--- src/rtl/vga_term_writer.sv ---
// vga_term_writer: turns a byte stream into vga_top text-buffer write beats with an 80x30 wrapping cursor.
// Define AUTO_CLEAR_EN to run a full-screen clear right after reset.
module vga_term_writer #(
  parameter int C_AXI_DATA_WIDTH = 32,
  parameter int C_AXI_ADDR_WIDTH = 15,
  parameter int N_COL            = 80,
  parameter int N_ROW            = 30,
  parameter int WR_HOLD          = 4
) (
  input  logic                          clk_i,
  input  logic                          rst_i,
  input  logic [7:0]                    char_i,
  input  logic                          char_valid_i,
  output logic                          char_ready_o,
  output logic [C_AXI_DATA_WIDTH-1:0]   axil_wdata_o,
  output logic [3:0]                    axil_wstrb_o,
  output logic [C_AXI_ADDR_WIDTH-1:0]   axil_waddr_o,
  output logic                          axil_wready_o,
  output logic [6:0]                    cursor_col_o,
  output logic [4:0]                    cursor_row_o,
  output logic                          busy_o
);
  localparam int HW        = $clog2(WR_HOLD + 1);
  localparam int WW        = $clog2(N_COL * N_ROW / 4);
  localparam int LINE_LAST = N_COL / 4 - 1;
  localparam int SCR_LAST  = N_COL * N_ROW / 4 - 1;
  typedef enum logic [1:0] {IDLE, WR_CHAR, CLR_LINE, CLR_SCR} state_t;
`ifdef AUTO_CLEAR_EN
  localparam state_t RST_STATE = CLR_SCR;
`else
  localparam state_t RST_STATE = IDLE;
`endif
  state_t state, state_n;
  logic [HW-1:0] h, h_n;
  logic [WW-1:0] w, w_n;
  logic [6:0] col, col_n;
  logic [4:0] row, row_n, row_adv;
  logic wready_n, last;
  logic [C_AXI_ADDR_WIDTH-1:0] waddr_n;
  logic [C_AXI_DATA_WIDTH-1:0] wdata_n;
  logic [3:0] wstrb_n;
  logic [11:0] t;
  function automatic logic [C_AXI_ADDR_WIDTH-1:0] clr_addr(input logic line, input logic [4:0] r,
                                                          input logic [WW-1:0] k);
    logic [11:0] wd;
    wd = (line ? 12'(r) * 12'(N_COL / 4) : 12'd0) + 12'(k);
    return {1'b1, wd, 2'b00};
  endfunction
  assign t            = 12'(row) * 12'(N_COL) + 12'(col);
  assign row_adv      = (row == 5'(N_ROW - 1)) ? 5'd0 : row + 5'd1;
  assign last         = w == WW'(state == CLR_LINE ? LINE_LAST : SCR_LAST);
  assign char_ready_o = state == IDLE;
  assign busy_o       = state != IDLE;
  assign cursor_col_o = col;
  assign cursor_row_o = row;
  // Each beat is WR_HOLD high cycles (h = 0..WR_HOLD-1) and one low cycle (h = WR_HOLD).
  always_comb begin
    state_n  = state;
    h_n      = h;
    w_n      = w;
    col_n    = col;
    row_n    = row;
    wready_n = 1'b0;
    waddr_n  = axil_waddr_o;
    wdata_n  = axil_wdata_o;
    wstrb_n  = axil_wstrb_o;
    case (state)
      IDLE: if (char_valid_i) begin
        if (char_i >= 8'h20 && char_i <= 8'h7E) begin
          state_n  = WR_CHAR;
          h_n      = '0;
          wready_n = 1'b1;
          waddr_n  = {1'b1, 14'(t)};
          wdata_n  = {4{char_i}};
          wstrb_n  = 4'b0001 << t[1:0];
        end else if (char_i == 8'h0D) begin
          col_n = '0;
        end else if (char_i == 8'h08) begin
          col_n = (col == 7'd0) ? col : col - 7'd1;
        end else if (char_i == 8'h0A || char_i == 8'h0C) begin
          state_n  = (char_i == 8'h0A) ? CLR_LINE : CLR_SCR;
          row_n    = (char_i == 8'h0A) ? row_adv : row;
          h_n      = '0;
          w_n      = '0;
          wready_n = 1'b1;
          waddr_n  = clr_addr(char_i == 8'h0A, row_adv, '0);
          wdata_n  = 32'h2020_2020;
          wstrb_n  = 4'hF;
        end
      end
      WR_CHAR: if (h == HW'(WR_HOLD)) begin
        state_n  = CLR_LINE;
        h_n      = '0;
        w_n      = '0;
        wready_n = 1'b1;
        waddr_n  = clr_addr(1'b1, row, '0);
        wdata_n  = 32'h2020_2020;
        wstrb_n  = 4'hF;
      end else if (h == HW'(WR_HOLD - 1)) begin
        h_n     = HW'(WR_HOLD);
        col_n   = (col == 7'(N_COL - 1)) ? 7'd0 : col + 7'd1;
        row_n   = (col == 7'(N_COL - 1)) ? row_adv : row;
        state_n = (col == 7'(N_COL - 1)) ? WR_CHAR : IDLE;
      end else begin
        h_n      = h + 1'b1;
        wready_n = 1'b1;
      end
      default: if (h == HW'(WR_HOLD)) begin
        if (last) begin
          state_n = IDLE;
          col_n   = (state == CLR_SCR) ? 7'd0 : col;
          row_n   = (state == CLR_SCR) ? 5'd0 : row;
        end else begin
          w_n      = w + 1'b1;
          h_n      = '0;
          wready_n = 1'b1;
          waddr_n  = clr_addr(state == CLR_LINE, row, w + 1'b1);
          wdata_n  = 32'h2020_2020;
          wstrb_n  = 4'hF;
        end
      end else if (h == HW'(WR_HOLD - 1)) begin
        h_n = HW'(WR_HOLD);
      end else begin
        h_n      = h + 1'b1;
        wready_n = 1'b1;
      end
    endcase
  end
  // Reset parks in a gap with w = all-ones so an auto-clear starts at word 0.
  always_ff @(posedge clk_i or posedge rst_i) begin
    if (rst_i) begin
      state         <= RST_STATE;
      h             <= HW'(WR_HOLD);
      w             <= '1;
      col           <= '0;
      row           <= '0;
      axil_wready_o <= 1'b0;
      axil_waddr_o  <= '0;
      axil_wdata_o  <= '0;
      axil_wstrb_o  <= '0;
    end else begin
      state         <= state_n;
      h             <= h_n;
      w             <= w_n;
      col           <= col_n;
      row           <= row_n;
      axil_wready_o <= wready_n;
      axil_waddr_o  <= waddr_n;
      axil_wdata_o  <= wdata_n;
      axil_wstrb_o  <= wstrb_n;
    end
  end
endmodule

--- config.mk ---
export PLATFORM = sky130hd
export DESIGN_NAME = vga_term_writer
export DESIGN_NICKNAME = d
export VERILOG_FILES = /design/src/rtl/vga_term_writer.sv
export SDC_FILE = /design/constraint.sdc
export NUM_CORES = 1
export LEC_CHECK = 0
export CORE_ASPECT_RATIO = 0.8
export CORE_UTILIZATION = 54
export DETAILED_ROUTE_END_ITERATION = 8
export PLACE_DENSITY = 0.82
export SLEW_MARGIN = 10
export SYNTH_ARGS = -nofsm -noshare
export SYNTH_HDL_FRONTEND = slang
export SYNTH_SLANG_ARGS = --single-unit
--- constraint.sdc ---
create_clock -name clk_i -period 4.05 [get_ports clk_i]
set_input_delay 0.6075 -clock clk_i [delete_from_list [all_inputs] [get_ports clk_i]]
set_output_delay 0.6075 -clock clk_i [all_outputs]
set_load 0.05 [all_outputs]
; Word level (Yosys, flattened, before mapping)
; Cells that the tools add are included.
[totals]
mem_bits_ro = 0
mem_count = 0
ramBits = 0
reg_bits = 79
latch_bits = 0
[classes]
n_lt_le_gt_ge = 2
shift = 1
n_bitwise = 0
n_addsub = 7
eq_ne = 30
div_mod_pow = 0
n_reduce_logical = 15
mul = 3
n_mux = 97
[op_table]
columns = op, n
row1 = 32-bit 2-to-1 mux, 8
row2 = 15-bit 2-to-1 mux, 8
row3 = 10-bit 2-to-1 mux, 11
row4 = 7-bit 2-to-1 mux, 11
row5 = 5-bit 2-to-1 mux, 13
row6 = 32-bit one-hot mux with 2 select lines, 1
row7 = 8-bit by 4-bit equality test with 1-bit output (second input constant), 4
row8 = 4-bit 2-to-1 mux, 8
row9 = 15-bit one-hot mux with 2 select lines, 1
row10 = 3-bit 2-to-1 mux, 9
row11 = 5-bit by 3-bit multiplier with 8-bit output (second input constant), 3
row12 = 10-bit one-hot mux with 2 select lines, 1
row13 = 2-bit 2-to-1 mux, 9
row14 = 2-bit inequality test (second input constant), 8
row15 = 7-bit one-hot mux with 2 select lines, 1
row16 = 7-bit AND reduction, 2
row17 = 12-bit by 7-bit adder with 12-bit output, 1
row18 = 3-bit inequality test (second input constant), 4
row19 = 12-bit AND reduction, 1
row20 = 10-bit by 10-bit adder with 11-bit output, 1
row21 = 1-bit 2-to-1 mux, 11
row22 = 10-bit by 1-bit adder with 10-bit output (second input constant), 1
row23 = 10-bit equality test, 1
row24 = 5-bit one-hot mux with 2 select lines, 1
row25 = 30 further kinds, 36

; Logic depth before layout (Yosys ltp)
; Gate-level depths: netlist (run 1).
[depth]
ltp_word = 10
mapped_depth = 13

; Worst setup path before layout (run 1)
; OpenSTA, ideal clock, no wires.
[synth_timing]
kind = flip-flop to flip-flop
from = register row[1] (netlist: cursor_row_o[1])
to = register axil_waddr_o[12]
path_stages_with_launch = 13
path_buffers = 0
path_slack_ns = 0.705
setup_time_ns = 0.132
arrival_time_ns = 3.212
cell_sequence = dfrtp_1 ha_1 ha_1 fa_1 and3_1 ha_1 and2_1 a22o_1 o21a_1 o21ai_0 nand2b_1 a21oi_1 o21ai_0
[synth_via]
elab_chain_len = 6
[synth_rtl]
columns = element, line_no
row1 = from (decl), 37  ; logic [4:0] row, row_n, row_adv;
row2 = from (signal assigned), 146  ; row <= row_n;
row3 = 5-bit by 3-bit multiplier with 8-bit output, 46  ; wd = (line ? 12'(r) * 12'(N_COL / 4) : 12'd0) + 12'(k);
row4 = 10-bit 2-to-1 mux, 46
row5 = 10-bit by 10-bit adder with 11-bit output, 46
row6 = 15-bit 2-to-1 mux, 109  ; if (last) begin
row7 = 15-bit 2-to-1 mux, 108  ; default: if (h == HW'(WR_HOLD)) begin
row8 = 15-bit one-hot mux with 2 select lines, 67  ; case (state)
row9 = to (signal assigned), 148  ; axil_waddr_o <= waddr_n;
row10 = to (decl), 17  ; output logic [C_AXI_ADDR_WIDTH-1:0] axil_waddr_o,
; No other way between the ends. The select of a mux whose other input is x is not followed.
; A chain may end at the register's enable or synchronous reset.

; Final worst setup path (run 1)
; Ends and elaborated chain as after synthesis.

==> flow_metrics.env, run 1 <==
export IMPL_status="complete, no violations"
export IMPL_cts_setup_buffers=0
export IMPL_first_global_vias=3510
export IMPL_post_route_period_util_pct=81.6
export IMPL_ant_nets=0
export IMPL_clockRootBuffer="clkbuf_8"
export IMPL_fin_hold_ws_ns=0.484
export IMPL_synth_seq_cells=54
export IMPL_core_area_sq_um=7500
export IMPL_rows=28
export IMPL_post_dp_hpwl_mm=8.10
export IMPL_tns_ns=0
export IMPL_synthTopCellsByArea="dfrtp_1 25%, ha_1 9.5%, dfstp_2 6.8%"
export IMPL_synthCells=495
export IMPL_slowest_stage="dfrtp_1"
export IMPL_grt_usage_pct=27.8
export IMPL_fin_cells=638
export IMPL_die_area_sq_um=8180
export IMPL_cpPeakStageDelay_ns=0.52
export IMPL_dp_cells=630
export IMPL_nNetsFinal=579
export IMPL_syn_area_per_cell_sq_um=8.53
export IMPL_grt_antenna_before_repair=0
export IMPL_synthDistinctLibCells=66
export IMPL_setup_viol=0
export IMPL_finalHoldViolCount=0
export IMPL_drive_gt1_share_pct=6.75
export IMPL_crit_fanout=9
export IMPL_drt_iter0_markers=236
export IMPL_max_freq_ghz=0.303
export IMPL_vias=3840
export IMPL_clkTransAtPathRegs_ns=0.10
export IMPL_synth_edf_count=0
export IMPL_worstPathArrival_ns=3.51
export IMPL_yosysSeqAreaShare_pct=32.3
export IMPL_worst_slew_margin_rel_pct=40.1
export IMPL_finalClockSkew_ns=0.00608
export IMPL_worstSetupPathType="flip-flop to flip-flop"
export IMPL_cp_cell_sequence="ha_1 > ha_1 > fa_1 > and3_1 > ha_1 > and2_1 > a22o_1 > o21a_1 > o21ai_0 > nand2b_1 > a21oi_1 > o21ai_0"
export IMPL_cp_start_kind="flip-flop"
export IMPL_syn_area_sq_um=4220
export IMPL_cts_tree="done"
export IMPL_yosysTopAreaCell="dfrtp_1"
export IMPL_die_h_um=81.1
export IMPL_required_ns=4.25
export IMPL_yosys_warnings=0
export IMPL_cts_buffers=5
export IMPL_mappedNetlistNets=542
export IMPL_cts_sinks=54
export IMPL_maxCapViolCount=0
export IMPL_final_core_util_pct=66.1
export IMPL_tightest_slew_ns=0.896
export IMPL_place_congestion=0.892
export IMPL_die_w_um=101
export IMPL_p_leak_nw=2.13
export IMPL_netlist_area_leader_share_pct=25.5
export IMPL_max_vdd_ir_drop_uv=118
export IMPL_dpl_cell_area_sq_um=4840
export IMPL_min_period_ns=3.30
export IMPL_vias_per_cell=6.02
export IMPL_holdBufCountCts=0
export IMPL_grt_setup_unrepaired="false"
export IMPL_ff2ff_setup_slack_ns=0.75
export IMPL_crit_top_cell="ha_1"
export IMPL_globalRouteOverflowTotal=0
export IMPL_async_reset_ff_share_pct=100
export IMPL_pin_count=77
export IMPL_crit_path_end_kind="flip-flop"
export IMPL_cts_buffer_depth=2
export IMPL_ys_top_cells_by_count="60 x nand2_1, 43 x dfrtp_1, 42 x nor2_1"
export IMPL_insertedDiodeCount=0
export IMPL_clk_latency_ns=0.32
export IMPL_postCtsResizedCells=0
export IMPL_io_buffers=75
export IMPL_start_util_pct=56.3
export IMPL_design_area_sq_um=4960
export IMPL_cellPowerDensity_nw_per_um2=197
export IMPL_grt_max_degree=35
export IMPL_drc=0
export IMPL_syn_to_final_growth_pct=17.5
export IMPL_min_path_type="flip-flop to flip-flop"
export IMPL_avgRoutedWirePerCell_um=16.9
export IMPL_maxSlewViolCount=0
export IMPL_wirelength_mm=10.8
export IMPL_ys_flop_type="dfrtp_1"
export IMPL_grt_pass1_wl_mm=17.5
export IMPL_yosysMostFrequentCell="nand2_1"
export IMPL_drt_first_pass_iters=6
export IMPL_htreeDepth=2
[cell usage in the layout (no fill, tap or decap), types with 3 or more instances in the layout]
cell type,synthesis,final
a221o_1,5,5
o41ai_1,3,3
o21ai_0,35,35
ha_1,32,32
inv_1,18,17
and3_1,9,9
o221ai_1,4,4
fa_1,4,4
or3_1,4,4
nor3_1,11,11
a22o_1,7,7
o21a_1,4,4
o22ai_1,3,3
dfrtp_1,43,43
o31ai_1,6,6
dfstp_2,11,11
nor2_1,42,42
nand2b_1,7,7
a21oi_1,27,27
a21o_1,9,9
a221oi_1,4,4
xor2_1,12,12
buf_4,27,4
xnor2_1,12,12
o21ai_1,8,8
clkdlybuf4s50_1,0,75
clkbuf_8,0,6
a32o_1,4,4
nand3_1,14,14
and2_1,5,5
nand2_1,60,60
[final timing paths]
check                                    to  cells past startpoint            start
min reg2reg                 axil_waddr_o[9]                      2  axil_waddr_o[9]
max                        axil_waddr_o[12]                     12  cursor_row_o[1]
min in group asynchronous   axil_waddr_o[9]                      2            rst_i
max in group asynchronous              h[2]                      3            rst_i
min                         axil_waddr_o[9]                      2  axil_waddr_o[9]
max reg2reg                axil_waddr_o[12]                     12  cursor_row_o[1]
[metal layers]
metal  GRT usage [%]  part of all wire [%]  vias to the layer above
met3            3.61                   6.6                       18
met2            43.6                    45                      176
met1            40.1                    47                     1813
li1                -                     -                     1833
met5               0                     0                        -
met4            8.70                   1.6                        0
[sequential cells by signal (all words and copies together), names as in the netlist]
signal         count
axil_wdata_o       8
axil_waddr_o      14
state              2
cursor_row_o       5
axil_wstrb_o       4
w                 10
h                  3
axil_wready_o      1
cursor_col_o       7
[worst max-delay path, delay by kind of cell, from the launching register on]
kind,cells,cell delay [ns]
flops,1,0.52
fa+ha+maj,4,1.40
simple gates,3,0.46
compound gates,5,0.80
[power breakdown]
part | switching (mW) | total (mW) | internal [mW] | leakage (nW)
Combinational | 0.0244 | 0.0382 | 0.0138 | 1.43
Sequential | 0 | 0.539 | 0.539 | 0.634
Clock | 0.195 | 0.399 | 0.204 | 0.0618
Total | 0.220 | 0.977 | 0.757 | 2.13
[final cells by class]
class,instances,area [sq um]
fill,655,2540
multi-input combinational,374,2490
sequential,54,1370
timing repair buffer,79,781
tap,105,131
clock buffer,6,82.6
inverter,18,67.6
clock inverter,2,38.8
[through the flow]
stage / power (mW) / setup WS (ns)
after CTS: 0.982 / 0.772
after global placement: 0.587 / 0.866
final: 0.977 / 0.745
after global routing: 1.00 / 0.454
after detailed placement: 0.588 / 0.799
after floorplan: 0.568 / 0.705
[logic make-up after synthesis]
logic type,Yosys count,synth area share [%]
buf+inv,67,8.62
compound gates,138,21.8
mux,5,1.36
simple gates,170,19.5
fa+ha+maj,36,11.4
xor+xnor,24,4.98
flops,54,32.3
other cells,1,0.0888
(Power assumes the default switching activity.)
==> inputs of run 2 (changes only) <==
- CORE_UTILIZATION: 54 -> 48
- PLACE_DENSITY: 0.82 -> 0.77
- clock period: 4.05 -> 3 ns (I/O delays scaled with it)
==> run 2 against run 1 <==
- fmax increased by 12%
- count of clock-buffer cells in the layout stayed put
- highest routed layer unchanged
- critical path depth did not move
- largest power group unchanged
- critical path type unchanged
- via count rose by 4.8%
- core utilization fell by 4.0 points
- worst hold slack lost 0.094 ns
- combinational power increased by 65%
- final cell count up 6.7%
- register-to-register slack worse by 0.69 ns
==> flow_metrics.env, run 2 (synthesis results as in run 1) <==
export IMPL_status="complete, no violations"
export IMPL_ant_nets=0
export IMPL_nNetsFinal=615
export IMPL_place_congestion=0.898
export IMPL_first_global_vias=3804
export IMPL_cp_start_kind="flip-flop"
export IMPL_grt_usage_pct=26.6
export IMPL_mostFrequentLayoutCells="74 x clkdlybuf4s50_1, 60 x nand2_1, 41 x nor2_1, 41 x buf_4, 39 x dfrtp_1"
export IMPL_max_freq_ghz=0.340
export IMPL_crit_path_end_kind="flip-flop"
export IMPL_die_area_sq_um=9180
export IMPL_crit_top_cell="ha_4"
export IMPL_crit_fanout=5
export IMPL_avgRoutedWirePerCell_um=17.6
export IMPL_finalClockSkew_ns=0.0188
export IMPL_post_route_period_util_pct=98.0
export IMPL_die_w_um=107
export IMPL_tns_ns=0
export IMPL_crit_family="adder cells"
export IMPL_cts_sinks=54
export IMPL_grt_max_degree=27
export IMPL_slowest_stage="fa_1"
export IMPL_core_area_sq_um=8520
export IMPL_min_period_ns=2.94
export IMPL_grt_pass1_wl_mm=19.1
export IMPL_drt_first_pass_iters=6
export IMPL_syn_to_final_growth_pct=25.4
export IMPL_worstPathArrival_ns=3.13
export IMPL_htreeDepth=2
export IMPL_fillers=715
export IMPL_clk_latency_ns=0.33
export IMPL_max_vdd_ir_drop_uv=166
export IMPL_pin_count=77
export IMPL_design_area_sq_um=5290
export IMPL_worst_slew_margin_rel_pct=55.0
export IMPL_drc=0
export IMPL_rows=30
export IMPL_maxCapViolCount=0
export IMPL_start_util_pct=49.5
export IMPL_cellPowerDensity_nw_per_um2=231
export IMPL_globalRouteOverflowTotal=0
export IMPL_drive_gt1_share_pct=15.8
export IMPL_largest_reg_flops=14
export IMPL_dpl_cell_area_sq_um=5140
export IMPL_required_ns=3.19
export IMPL_grt_antenna_before_repair=0
export IMPL_vias_per_cell=5.91
export IMPL_holdBufCountCts=0
export IMPL_die_h_um=85.9
export IMPL_top_regs="axil_waddr_o (14), w (10), axil_wdata_o (8)"
export IMPL_clockRootBuffer="clkbuf_8"
export IMPL_clkTransAtPathRegs_ns=0.12
export IMPL_drt_iter0_markers=378
export IMPL_worstSetupPathType="flip-flop to flip-flop"
export IMPL_vias=4023
export IMPL_top_register="axil_waddr_o"
export IMPL_cts_buffer_depth=2
export IMPL_tightest_slew_ns=0.672
export IMPL_wirelength_mm=12.0
export IMPL_min_path_type="primary input to async pin"
export IMPL_maxSlewViolCount=0
export IMPL_grt_setup_unrepaired="true"
export IMPL_insertedDiodeCount=0
export IMPL_cpPeakStageDelay_ns=0.53
export IMPL_io_buffers=75
export IMPL_post_dp_hpwl_mm=9.26
export IMPL_final_common_cell="clkdlybuf4s50_1"
export IMPL_finalHoldViolCount=0
export IMPL_setup_viol=0
export IMPL_cp_num_buf_inv=0
export IMPL_cts_buffers=5
export IMPL_p_leak_nw=2.29
export IMPL_cts_tree="done"
export IMPL_cp_cell_sequence="ha_4 > ha_2 > fa_1 > and3_4 > ha_4 > and2_1 > a22o_1 > o21a_1 > o21ai_1 > nand2b_1 > a21oi_1 > o21ai_0"
==> run 2: final timing paths <==
| kind | start | to | slack (ns) | cells past startpoint |
|---|---|---|---|---|
| setup / recovery | cursor_row_o[1] | axil_waddr_o[12] | 0.06 | 12 |
| hold / removal | rst_i | axil_waddr_o[8] | 0.39 | 2 |
| setup reg to reg | cursor_row_o[1] | axil_waddr_o[12] | 0.06 | 12 |
| hold reg to reg | axil_waddr_o[1] | axil_waddr_o[1] | 0.49 | 2 |
| max in group asynchronous | rst_i | w[2] | 1.89 | 3 |
| min in group clk_i | axil_waddr_o[1] | axil_waddr_o[1] | 0.49 | 2 |
==> run 2: cell type report <==
cell class / count / area (sq um) / share of cell area (%)
timing repair buffer: 115 / 1050 / 19.8
inverter: 18 / 67.6 / 1.28
sequential: 54 / 1370 / 25.9
clock inverter: 2 / 13.8 / 0.260
multi-input combinational: 374 / 2580 / 48.7
clock buffer: 6 / 72.6 / 1.37
tap: 112 / 140 / 2.65
==> run 2: power by group <==
| group | leakage [nW] | internal (mW) | switching (mW) |
|---|---|---|---|
| Sequential | 0.628 | 0.728 | 0 |
| Combinational | 1.62 | 0.0253 | 0.0376 |
| Clock | 0.0452 | 0.166 | 0.267 |
==> run 2: worst reg2reg max path: stages (launching register included) <==
cell and delay [ns]:
dfrtp_2 0.48, ha_4 0.22, ha_2 0.18, fa_1 0.53, and3_4 0.20, ha_4 0.20
and2_1 0.15, a22o_1 0.26, o21a_1 0.18, o21ai_1 0.12, nand2b_1 0.07, a21oi_1 0.12
o21ai_0 0.08
==> run 2: repair_timing <==
action / CTS / global route
buffers inserted: 0 / 2
setup endpoints to repair: 0 / 5
gates resized for setup: 0 / 11
==> run 2: per-stage QoR <==
stage	hold WS (ns)	std cells	power (mW)	setup WS, ns	utilization (%)
global route	0.433	681	1.26	-0.0221	62.1
floorplan	0.454	495	0.767	0.00552	-
detailed placement	0.471	671	0.805	-0.0714	60.3
CTS	0.410	679	1.23	0.0369	61.3
finish	0.390	681	1.22	0.0597	62.1
global placement	0.453	671	0.803	0.0306	60.3
==> run 2: metal layers <==
layer  up-vias  part of all wire [%]  global-route usage [%]
met5         -                     0                       0
met4         0                   1.3                    7.10
met3        17                   8.2                    4.48
met2       204                    46                    42.6
met1      1914                    45                    37.3
li1       1888                     -                       -
==> inputs of run 3 (changes only) <==
- CORE_MARGIN: unset -> 2
- SETUP_SLACK_MARGIN: unset -> 0.15
- SKIP_LAST_GASP: unset -> 1
==> run 3 against run 2 <==
- sequential cell count is the same
- clock power shrank 0.9%
- global-route usage shrank 1.0 points
- worst hold slack lost 0.0042 ns
- count of clock-buffer cells in the layout is the same
- die area grew 4.2%
- combinational power shrank 2%
- largest cell class unchanged
- largest power group unchanged
==> flow_metrics.env, run 3 (synthesis results as in run 1) <==
export IMPL_maxSlewViolCount=0
export IMPL_grt_setup_unrepaired="true"
export IMPL_dp_cells=674
export IMPL_grtUsageMet3_pct=4.69
export IMPL_slowest_stage="fa_2"
export IMPL_holdBufCountCts=0
export IMPL_worst_slew_margin_rel_pct=61.0
export IMPL_post_dp_hpwl_mm=9.10
export IMPL_setup_ws_ns=0.168
export IMPL_crit_top_cell="ha_4"
export IMPL_crit_path_end_kind="flip-flop"
export IMPL_pre_cts_ws_ns=0.00347
export IMPL_die_w_um=109
export IMPL_combPwrFrac_pct=5.1
export IMPL_clockRootBuffer="clkbuf_8"
export IMPL_vias_per_cell=5.80
export IMPL_finalClockSkew_ns=0.00790
export IMPL_insertedDiodeCount=0
export IMPL_fin_hold_ws_ns=0.386
export IMPL_cpPeakStageDelay_ns=0.54
export IMPL_internal_power_mw=0.922
export IMPL_pin_count=77
export IMPL_grtUsageMet2_pct=40.7
export IMPL_finalHoldViolCount=0
export IMPL_max_freq_ghz=0.353
export IMPL_clkTransAtPathRegs_ns=0.11
export IMPL_maxCapViolCount=0
export IMPL_p_leak_nw=2.36
export IMPL_max_vdd_ir_drop_uv=201
export IMPL_worstSetupPathType="flip-flop to flip-flop"
export IMPL_cts_buffer_depth=2
export IMPL_drt_iter0_markers=272
export IMPL_ant_nets=0
export IMPL_fin_cells=693
export IMPL_grt_antenna_before_repair=0
export IMPL_top_regs="axil_waddr_o (14), w (10), axil_wdata_o (8)"
export IMPL_rows=30
export IMPL_place_congestion=0.949
export IMPL_globalRouteOverflowTotal=0
export IMPL_grt_busiest_layer="met2"
export IMPL_min_period_ns=2.83
export IMPL_setup_viol=0
export IMPL_cts_buffers=5
export IMPL_drc=0
export IMPL_crit_fanout=4
export IMPL_fillers=688
export IMPL_final_common_cell="clkdlybuf4s50_1"
export IMPL_core_area_sq_um=8520
export IMPL_mostFrequentLayoutCells="73 x clkdlybuf4s50_1, 59 x nand2_1, 52 x buf_4"
export IMPL_clk_latency_ns=0.31
export IMPL_first_global_vias=3800
export IMPL_io_buffers=75
export IMPL_required_ns=3.20
export IMPL_largest_reg_flops=14
export IMPL_cp_cell_sequence="ha_4 > ha_4 > fa_2 > and3_4 > ha_4 > and2_4 > a22o_4 > a211o_1 > a22oi_1 > a31oi_1"
export IMPL_wirelength_mm=12.0
export IMPL_avgRoutedWirePerCell_um=17.3
export IMPL_tightest_slew_ns=0.580
export IMPL_grt_pass1_wl_mm=19.1
export IMPL_die_h_um=87.9
export IMPL_worstPathArrival_ns=3.03
export IMPL_cp_start_kind="flip-flop"
export IMPL_grt_max_degree=27
export IMPL_power_frac_clock_pct=35.2
export IMPL_multi_input_area_sq_um=2740
export IMPL_cellPowerDensity_nw_per_um2=220
export IMPL_syn_to_final_growth_pct=31.5
export IMPL_grt_use_met1_pct=36.7
export IMPL_post_route_period_util_pct=94.4
export IMPL_start_util_pct=49.5
export IMPL_drt_first_pass_iters=5
export IMPL_nNetsFinal=627
export IMPL_ff_latch_area_sq_um=1370
export IMPL_p_switching_mw=0.297
export IMPL_drive_gt1_share_pct=22.0
export IMPL_status="complete, no violations"
export IMPL_cts_sinks=54
export IMPL_switching_share_pct=24.4
export IMPL_grt_usage_pct=25.6
export IMPL_htreeDepth=2
export IMPL_vias=4022
export IMPL_tns_ns=0
export IMPL_die_area_sq_um=9570
export IMPL_top_register="axil_waddr_o"
export IMPL_cts_tree="done"
export IMPL_seqPwrFrac_pct=59.7
export IMPL_min_path_type="primary input to async pin"
==> run 3: cell count changes in the layout (fill, tap and decap cells not counted), sizes merged <==
cell           previous run  this run
clkinv                    2         1
inv                      18        19
buf                      41        54
clkdlybuf4s50            74        73
==> run 3: path summary, 6_finish.rpt <==
| check | start | to | slack (ns) | cells past startpoint |
|---|---|---|---|---|
| max in group asynchronous | rst_i | w[9] | 1.96 | 3 |
| max | cursor_row_o[1] | axil_waddr_o[10] | 0.17 | 10 |
| min in group clk_i | axil_waddr_o[2] | axil_waddr_o[2] | 0.49 | 2 |
| max reg2reg | cursor_row_o[1] | axil_waddr_o[10] | 0.17 | 10 |
| min | rst_i | axil_waddr_o[14] | 0.39 | 2 |
| min reg2reg | axil_waddr_o[2] | axil_waddr_o[2] | 0.49 | 2 |
==> run 3: worst max-delay path, delay by kind of cell (launching register included) <==
| family | cells | cell delay [ns] |
|---|---|---|
| AO/OA/AOI/OAI | 4 | 0.80 |
| adder cells (fa/ha/maj) | 4 | 1.14 |
| flip-flops | 1 | 0.46 |
| AND/OR/NAND/NOR | 2 | 0.32 |
==> run 3: layout make-up <==
cell class	instances	area share [%]
multi-input cells	374	49.4
clock buffers	6	1.31
flip-flops and latches	54	24.7
inverters	18	1.22
repair buffers	127	20.6
clock inverters	2	0.248
well taps	112	2.52
==> run 3: per-stage QoR <==
step	utilization (%)	instance area [sq um]	total power [mW]
3_3_place_gp	60.7	5170	0.803
4_1_cts	62.7	5340	1.23
3_5_place_dp	60.7	5170	0.803
6_report	65.1	5550	1.22
2_1_floorplan	-	4280	0.767
5_1_grt	65.1	5550	1.26
==> run 3: power groups by stage <==
stage / clock network, mW / registers, mW / logic [mW]
global route: 0.467 / 0.728 / 0.0681
floorplan: 0 / 0.742 / 0.0256
detailed placement: 0 / 0.742 / 0.0616
CTS: 0.438 / 0.728 / 0.0619
finish: 0.429 / 0.728 / 0.0619
global placement: 0 / 0.742 / 0.0613
==> run 3: routing by layer <==
metal / up-vias / wire length [um]
met5: - / 0
met4: 0 / 187
met3: 17 / 776
met2: 151 / 5390
met1: 1941 / 5610
li1: 1913 / -
==> run 3: what timing repair did <==
action                                  in CTS  in global routing
endpoints found under the setup margin       6                 16
buffers inserted                             0                 11
pin swaps                                    4                 17
gates resized for setup                     15                 29
cloned                                       0                  0
